--- src/rtl/imem_boot_loader.sv ---
// imem_boot_loader: byte-stream loader filling instruction memory, then
// releasing the core. Optional trailing XOR checksum via `CHECKSUM_EN.
//
// Ports:
//   clk, rst (async, active-low)
//   byte_valid/byte_data/byte_ready : inbound byte link
//   imem_we/imem_addr/imem_wdata    : instruction-memory write port
//   core_rst (active-low), done, error : load status
module imem_boot_loader #(
    parameter logic [31:0] BASE_ADDR   = 32'h0000_0000,
    parameter int unsigned DEPTH_WORDS = 64
) (
    input  logic        clk,
    input  logic        rst,
    input  logic        byte_valid,
    input  logic [7:0]  byte_data,
    output logic        byte_ready,
    output logic        imem_we,
    output logic [31:0] imem_addr,
    output logic [31:0] imem_wdata,
    output logic        core_rst,
    output logic        done,
    output logic        error
);

    typedef enum logic [2:0] {
        S_HDR0,
        S_HDR1,
        S_DATA,
`ifdef CHECKSUM_EN
        S_CHK,
`endif
        S_DONE,
        S_ERR
    } state_t;

    localparam logic [16:0] DEPTH_L = 17'(DEPTH_WORDS);

`ifdef CHECKSUM_EN
    localparam state_t S_FINAL = S_CHK;
`else
    localparam state_t S_FINAL = S_DONE;
`endif

    state_t      state;
    state_t      state_d;
    logic        take;
    logic [15:0] count_q;
    logic [15:0] hdr_count;
    logic [15:0] word_idx;
    logic [1:0]  lane;
    logic [23:0] part;
    logic        last_word;
`ifdef CHECKSUM_EN
    logic [7:0]  csum;
`endif

    assign take      = byte_valid & byte_ready;
    assign hdr_count = {byte_data, count_q[7:0]};
    assign last_word = (word_idx + 16'd1) == count_q;

    always_ff @(posedge clk or negedge rst) begin
        if (!rst) state <= S_HDR0;
        else      state <= state_d;
    end

    always_comb begin
        state_d = state;
        unique case (state)
            S_HDR0: if (take) state_d = S_HDR1;
            S_HDR1: begin
                if (take) begin
                    if (hdr_count == 16'd0)
                        state_d = S_FINAL;
                    else if ({1'b0, hdr_count} > DEPTH_L)
                        state_d = S_ERR;
                    else
                        state_d = S_DATA;
                end
            end
            S_DATA: begin
                if (take && lane == 2'd3 && last_word)
                    state_d = S_FINAL;
            end
`ifdef CHECKSUM_EN
            S_CHK: begin
                if (take)
                    state_d = (byte_data == csum) ? S_DONE : S_ERR;
            end
`endif
            S_DONE: state_d = S_DONE;
            S_ERR:  state_d = S_ERR;
            default: state_d = S_ERR;
        endcase
    end

    always_ff @(posedge clk or negedge rst) begin
        if (!rst) begin
            byte_ready <= 1'b0;
            imem_we    <= 1'b0;
            imem_addr  <= BASE_ADDR;
            imem_wdata <= 32'd0;
            core_rst   <= 1'b0;
            done       <= 1'b0;
            error      <= 1'b0;
            count_q    <= 16'd0;
            word_idx   <= 16'd0;
            lane       <= 2'd0;
            part       <= 24'd0;
`ifdef CHECKSUM_EN
            csum       <= 8'd0;
`endif
        end else begin
            byte_ready <= (state_d != S_DONE) && (state_d != S_ERR);
            imem_we    <= 1'b0;
            // done/core_rst lag DONE entry by a cycle so the final
            // write strobe is always retired before the core fetches.
            done       <= (state == S_DONE);
            core_rst   <= (state == S_DONE);
            error      <= (state_d == S_ERR);
            if (take && state == S_HDR0)
                count_q[7:0] <= byte_data;
            if (take && state == S_HDR1)
                count_q[15:8] <= byte_data;
            if (take && state == S_DATA) begin
                lane <= lane + 2'd1;
`ifdef CHECKSUM_EN
                csum <= csum ^ byte_data;
`endif
                unique case (lane)
                    2'd0: part[7:0]   <= byte_data;
                    2'd1: part[15:8]  <= byte_data;
                    2'd2: part[23:16] <= byte_data;
                    2'd3: begin
                        imem_we    <= 1'b1;
                        imem_wdata <= {byte_data, part};
                        imem_addr  <= BASE_ADDR
                                    + {14'd0, word_idx, 2'b00};
                        word_idx   <= word_idx + 16'd1;
                    end
                    default: ;
                endcase
            end
        end
    end

endmodule

--- config.mk ---
export PLATFORM = sky130hd
export DESIGN_NAME = imem_boot_loader
export DESIGN_NICKNAME = d
export VERILOG_FILES = /design/src/rtl/imem_boot_loader.sv
export SDC_FILE = /design/constraint.sdc
export NUM_CORES = 1
export LEC_CHECK = 0
export BUFFER_PORTS_ARGS = -buffer_cell sky130_fd_sc_hd__clkbuf_2
export CORE_ASPECT_RATIO = 1.4
export CORE_UTILIZATION = 45
export CTS_BUF_LIST = sky130_fd_sc_hd__clkbuf_16
export DETAILED_ROUTE_END_ITERATION = 7
export PLACE_DENSITY = 0.66
export SLEW_MARGIN = 20
export SYNTH_ARGS = -nofsm -noshare
export SYNTH_HDL_FRONTEND = slang
export SYNTH_SLANG_ARGS = --single-unit
--- constraint.sdc ---
create_clock -name clk -period 5.4 [get_ports clk]
set_input_delay 0.81 -clock clk [delete_from_list [all_inputs] [get_ports clk]]
set_output_delay 0.81 -clock clk [all_outputs]
set_load 0.03 [all_outputs]
# Word-level counts from Yosys, hierarchy flattened
# Index checks and enable logic that the tools add are counted.
# word_totals
output_inout_bits	69
elab_cells	49
ff_bits	113
in_bits	11
# classes
n_lt_le_gt_ge	1
reduce_logical	13
n_mux	8
addsub	2
eq_ne	10
bitwise	1
# ops
op	count
adder 16 x 1 -> 16 bit, second input constant	1
== test 16 bit	1
> comparator 16 x 7 -> 1 bit, second input constant	1
logical NOT 16 bit	1
2-to-1 mux 3 bit	5
case mux 3 bit (4 select lines)	1
AND reduction 2 bit	4
== test 3 x 2 -> 1 bit, second input constant	2
logical AND 1 bit	6
== test 2 bit, second input constant	2
== test 3 x 1 -> 1 bit, second input constant	1
== test 3 bit, second input constant	1
logical NOT 3 bit	1
!= test 3 x 2 -> 1 bit, second input constant	1
!= test 3 bit, second input constant	1
adder 2 x 1 -> 2 bit, second input constant	1
== test 2 x 1 -> 1 bit, second input constant	1
logical NOT 2 bit	1
2-to-1 mux 1 bit	2
AND 1 bit	1

# Logic depth before layout (Yosys ltp)
# depth
depth_word	7
depth_mapped	9
ltp_nobuf	7

# Worst setup path after synthesis
# Ideal clock, no wire load.
# synth_timing
path_kind	input-to-reg
startpoint	input byte_valid
endpoint	register byte_ready
cell_stages	6
setup_slack_ns	3.156
arrival_time_ns	2.109
cell_sequence	nand4b_1 > nor2_1 > nand2_1 > or4_4 > o41ai_2 > a21oi_1
# synth_between
elab_chain_len	7
elab_cells_between_ends	10
cone_classes	eq/ne (2); mux (4); bitwise (1); reduce/logical (3)
# synth_lines
item	line	source
start: declaration	15	input logic byte_valid,
AND 1 bit (*)	58	assign take = byte_valid & byte_ready;
logical AND 1 bit (2 in series)	82	if (take && lane == 2'd3 && last_word)
2-to-1 mux 3 bit	82	
case mux 3 bit (4 select lines) (*)	69	unique case (state)
named net state_d[0]	46	state_t state_d;
!= test 3 x 2 -> 1 bit / != test 3 bit (equally long branches)	114	byte_ready <= (state_d != S_DONE) && (state_d != S_ERR);
logical AND 1 bit (*)	114	
end signal: assignment	114	
end: declaration	17	output logic byte_ready,
# The timed path passes the listed nets; every way through them passes the cells marked *.
# A chain may end at the register's enable or synchronous reset.

# Worst setup path after layout
# layout_timing
startpoint	register state[2]
endpoint	register byte_ready
# layout_between
elab_chain_len	4
elab_cells_between_ends	11
cone_classes	eq/ne (5); mux (4); reduce/logical (2)
# layout_lines
item	line	source
start: declaration	45	state_t state;
start signal: assignment	64	else state <= state_d;
== test 3 x 2 -> 1 bit (tied with other cells)	69	
case mux 3 bit (4 select lines) (*)	69	
named net state_d[0]	46	
!= test 3 x 2 -> 1 bit / != test 3 bit (equally long branches)	114	
logical AND 1 bit (*)	114	
# Marked as above.

==> qor_table.md <==
| Quantity | Value | Unit |
| --- | --- | --- |
| Power Density | 404 | nW/um2 |
| Met3 Track Usage GR | 3.99 | % |
| Max Clk Rate | 348 | MHz |
| Flop2flop setup slack | 2.53 | ns |
| Count of mapped cells out of synthesis | 476 | - |
| N_diodes | 0 | - |
| CP endpoint kind | flop | - |
| Count of pins over their slew limit | 0 | - |
| IO Port Bufs | 63 | - |
| Total number of yosys warnings | 0 | - |
| Y dimension of the die | 127 | um |
| Area inside the core boundary | 10900 | um2 |
| Gp weighted congestion | 0.819 | - |
| Required time at the worst-slack endpoint | 5.68 | ns |
| Clock root cell | clkbuf_16 | - |
| Unrepaired setup endpoints after global routing | false | - |
| Post-layout min period | 2.87 | ns |
| Clock latency on the worst-skew pair | 0.41 | ns |
| Global-route wire length before repair | 17300 | um |
| Starting density of the core | 46.2 | % |
| Slew HR | 38.5 | % |
| Die extent in x | 91.3 | um |
| Die Area | 11600 | um2 |
| Kind of critical path | flop to flop | - |
| Count of flip-flops with a built-in enable after synthesis | 0 | - |
| Synth-to-Final Area Change | 19.1 | % |
| Tightest Hold Check Type | flop to flop | - |
| Initial detailed-routing violation count | 145 | - |
| Total of max-cap violations | 0 | - |
| Total DRC errors in the routed layout | 0 | - |
| Clock Tree Buf Depth | 2 | - |
| Number of iterations in the first detailed-routing pass | 4 | - |
| Post-synthesis average cell area | 10.5 | um2 |
| Number of library cell types mapped by synthesis | 42 | - |
| Initial antenna violation count | 0 | - |
| Final setup TNS | 0 | ns |
| Maximum single-stage delay on the critical path | 0.49 | ns |
| Category of the worst setup path launch point | flop | - |
| Storage element area | 2830 | um2 |
| Global-route usage over all layers | 19.4 | % |
| Post-synthesis sequential area ratio | 56.3 | % |
| GRT met2 Usage | 32.7 | % |
| Via count of the first global-routing pass | 3495 | - |
| Met1 routing resource usage after global routing | 22.8 | % |
| Highest-utilization routing layer at the global route stage | met2 | - |
| Layout Skew | 0.00947 | ns |
| Vias | 3478 | - |
| TritonCTS clock tree | yes | - |
| Multi-input gate area | 2000 | um2 |
| Status | finished clean | - |
| Count of final setup violators | 0 | - |
| Ports | 80 | - |
| Critical path peak fanout | 33 | - |
| Leak | 0.00314 | uW |
| Clock-pin slew of the registers on the worst-case setup and hold paths | 0.05 | ns |
| Total length of routed wires | 10300 | um |
| Largest vdd supply drop | 0.000312 | V |
| Post-CTS setup repair buffer count | 0 | - |
| Post-DP HPWL | 6820 | um |
| Final standard cell utilization of the core | 55.0 | % |
| TritonCTS sink count | 113 | - |
| Worst slew pin tran | 0.922 | ns |
| Top flip-flop cell by instance count after synthesis | dfrtp_1 | - |
| CTS Buf Count | 17 | - |
| Post-Syn Area | 5020 | um2 |
| Synth async-reset ratio | 100 | % |
| Worst EP arrival | 3.15 | ns |
| Number of cells upsized or downsized after cts | 0 | - |
| Vias per cell | 5.05 | - |
| Final worst path period share | 53.2 | % |
| H-tree levels | 4 | - |
| Worst hold margin | 0.463 | ns |
| Final ANT Viol Nets | 0 | - |
| Net total in the final layout | 551 | - |
| Final hold violation count | 0 | - |
| Worst-path cell with the longest stage delay | nand2_2 | - |
| Detail-routed net length per standard cell | 15.0 | um |
| Filler Cells Inserted | 933 | - |
| Global-route congestion overflow total | 0 | - |
| Ordered list of cells on the worst path | nand4b_1 > nor2_1 > nand2_2 > buf_4 > or4_4 > o41ai_2 > a21oi_1 | - |
| Seq cells post-synth | 113 | - |
| Post-CTS Hold Fix Bufs | 0 | - |
| Pin count of the biggest net entering global routing | 77 | - |
| Ratio of cells with drive above 1 in the final layout | 26.3 | % |
| Row count | 45 | - |
[power breakdown]
group          switching [uW]  total [uW]  internal, uW  leakage [uW]
clock                     390        1160           766      0.000289
combinational             144         275           131       0.00131
sequential               66.8         986           920       0.00153
total                     600        2420          1820       0.00314
[synth_stat cells, types with 3 or more instances]
| cell type | instances | area [um2] |
|---|---|---|
| clkbuf_1 | 15 | 56.3 |
| nor3_1 | 7 | 35.0 |
| and2_1 | 4 | 25.0 |
| nor4_1 | 5 | 31.3 |
| mux2_2 | 42 | 473 |
| xnor2_1 | 20 | 175 |
| nand3_1 | 6 | 30.0 |
| ha_1 | 5 | 62.6 |
| o21ai_0 | 6 | 30.0 |
| nand4_1 | 3 | 18.8 |
| buf_2 | 6 | 30.0 |
| a21oi_1 | 3 | 15.0 |
| buf_4 | 17 | 128 |
| nor2_1 | 16 | 60.1 |
| inv_1 | 4 | 15.0 |
| dfrtp_1 | 113 | 2830 |
| nand2_1 | 154 | 578 |
| xor2_1 | 18 | 158 |
[layout make-up]
cell class	instances	area share, %
inverters	5	0.314
well taps	141	2.95
multi-input cells	332	33.4
clock buffers	17	7.11
clock inverters	15	3.22
repair buffers	66	5.69
flip-flops and latches	113	47.3
[metal layers]
metal / share of wire, % / wire length (um)
met5: 0 / 0
met4: 3.5 / 366
met3: 3.5 / 366
met2: 50 / 5220
met1: 42 / 4390
[through the flow]
step	cell area, um2	worst slack [ns]	power [uW]	std cells
after floorplan	5080	3.16	1200	491
after global placement	5360	2.21	1260	657
after detailed placement	5360	2.16	1270	657
after CTS	5980	2.51	2440	689
after global routing	5980	2.25	2510	689
final	5980	2.53	2420	689
[state kept, by name, indices dropped and copies added, names as in the netlist]
register    cells
imem_addr      16
count_q        16
done            1
word_idx       16
state           3
imem_wdata     32
byte_ready      1
imem_we         1
error           1
lane            2
part           24
[worst paths after layout]
check                                     from                        end  depth (start not counted)
max                         state[2]$_DFF_PN0_       byte_ready$_DFF_PN0_                          7
min                        part[1]$_DFFE_PN0P_  imem_wdata[1]$_DFFE_PN0P_                          2
max reg2reg                 state[2]$_DFF_PN0_       byte_ready$_DFF_PN0_                          7
min reg2reg                part[1]$_DFFE_PN0P_  imem_wdata[1]$_DFFE_PN0P_                          2
max in group asynchronous                  rst   imem_addr[5]$_DFFE_PN0P_                          2
min in group asynchronous                  rst  imem_wdata[9]$_DFFE_PN0P_                          1
[cells by family (layout without fill, tap and decap cells)]
kind of cell,count (synthesis),in the layout,synth area share [%]
fa+ha+maj,5,5,1.25
xor+xnor,38,38,6.63
buf+inv,46,103,5.03
simple gates,212,212,18.8
compound gates,19,19,2.49
mux,42,42,9.42
flops,113,113,56.3
other cells,1,16,0.0747
[worst max-delay path, delay by kind of cell, from the launching register on]
kind / cells / cell delay, ns
simple gates: 4 / 1.47
flops: 1 / 0.44
compound gates: 2 / 0.43
buf+inv: 1 / 0.40
[cell usage in the layout (no fill, tap or decap), drive strengths merged]
cell,netlist,final
clkbuf,16,79
clkinv,1,9
nand4b,2,2
buf,25,4
nand3,7,7
nand4,4,4
and2,4,4
inv,4,4
and3b,2,2
nor4,5,5
and3,1,1
o21bai,2,2
xnor2,20,20
o31ai,1,1
a211oi,1,1
xor2,18,18
or4,4,4
clkinvlp,0,3
conb,1,16
a311oi,1,1
dfrtp,113,113
o41ai,1,1
nand2b,1,1
ha,5,5
and4,1,1
nand2,154,154
nor2,16,16
nor3,9,9
or3,2,2
o21ai,8,8
bufinv,0,4
a21oi,3,3
a22oi,1,1
mux2,42,42
o211ai,1,1
(Power assumes the default switching activity.)
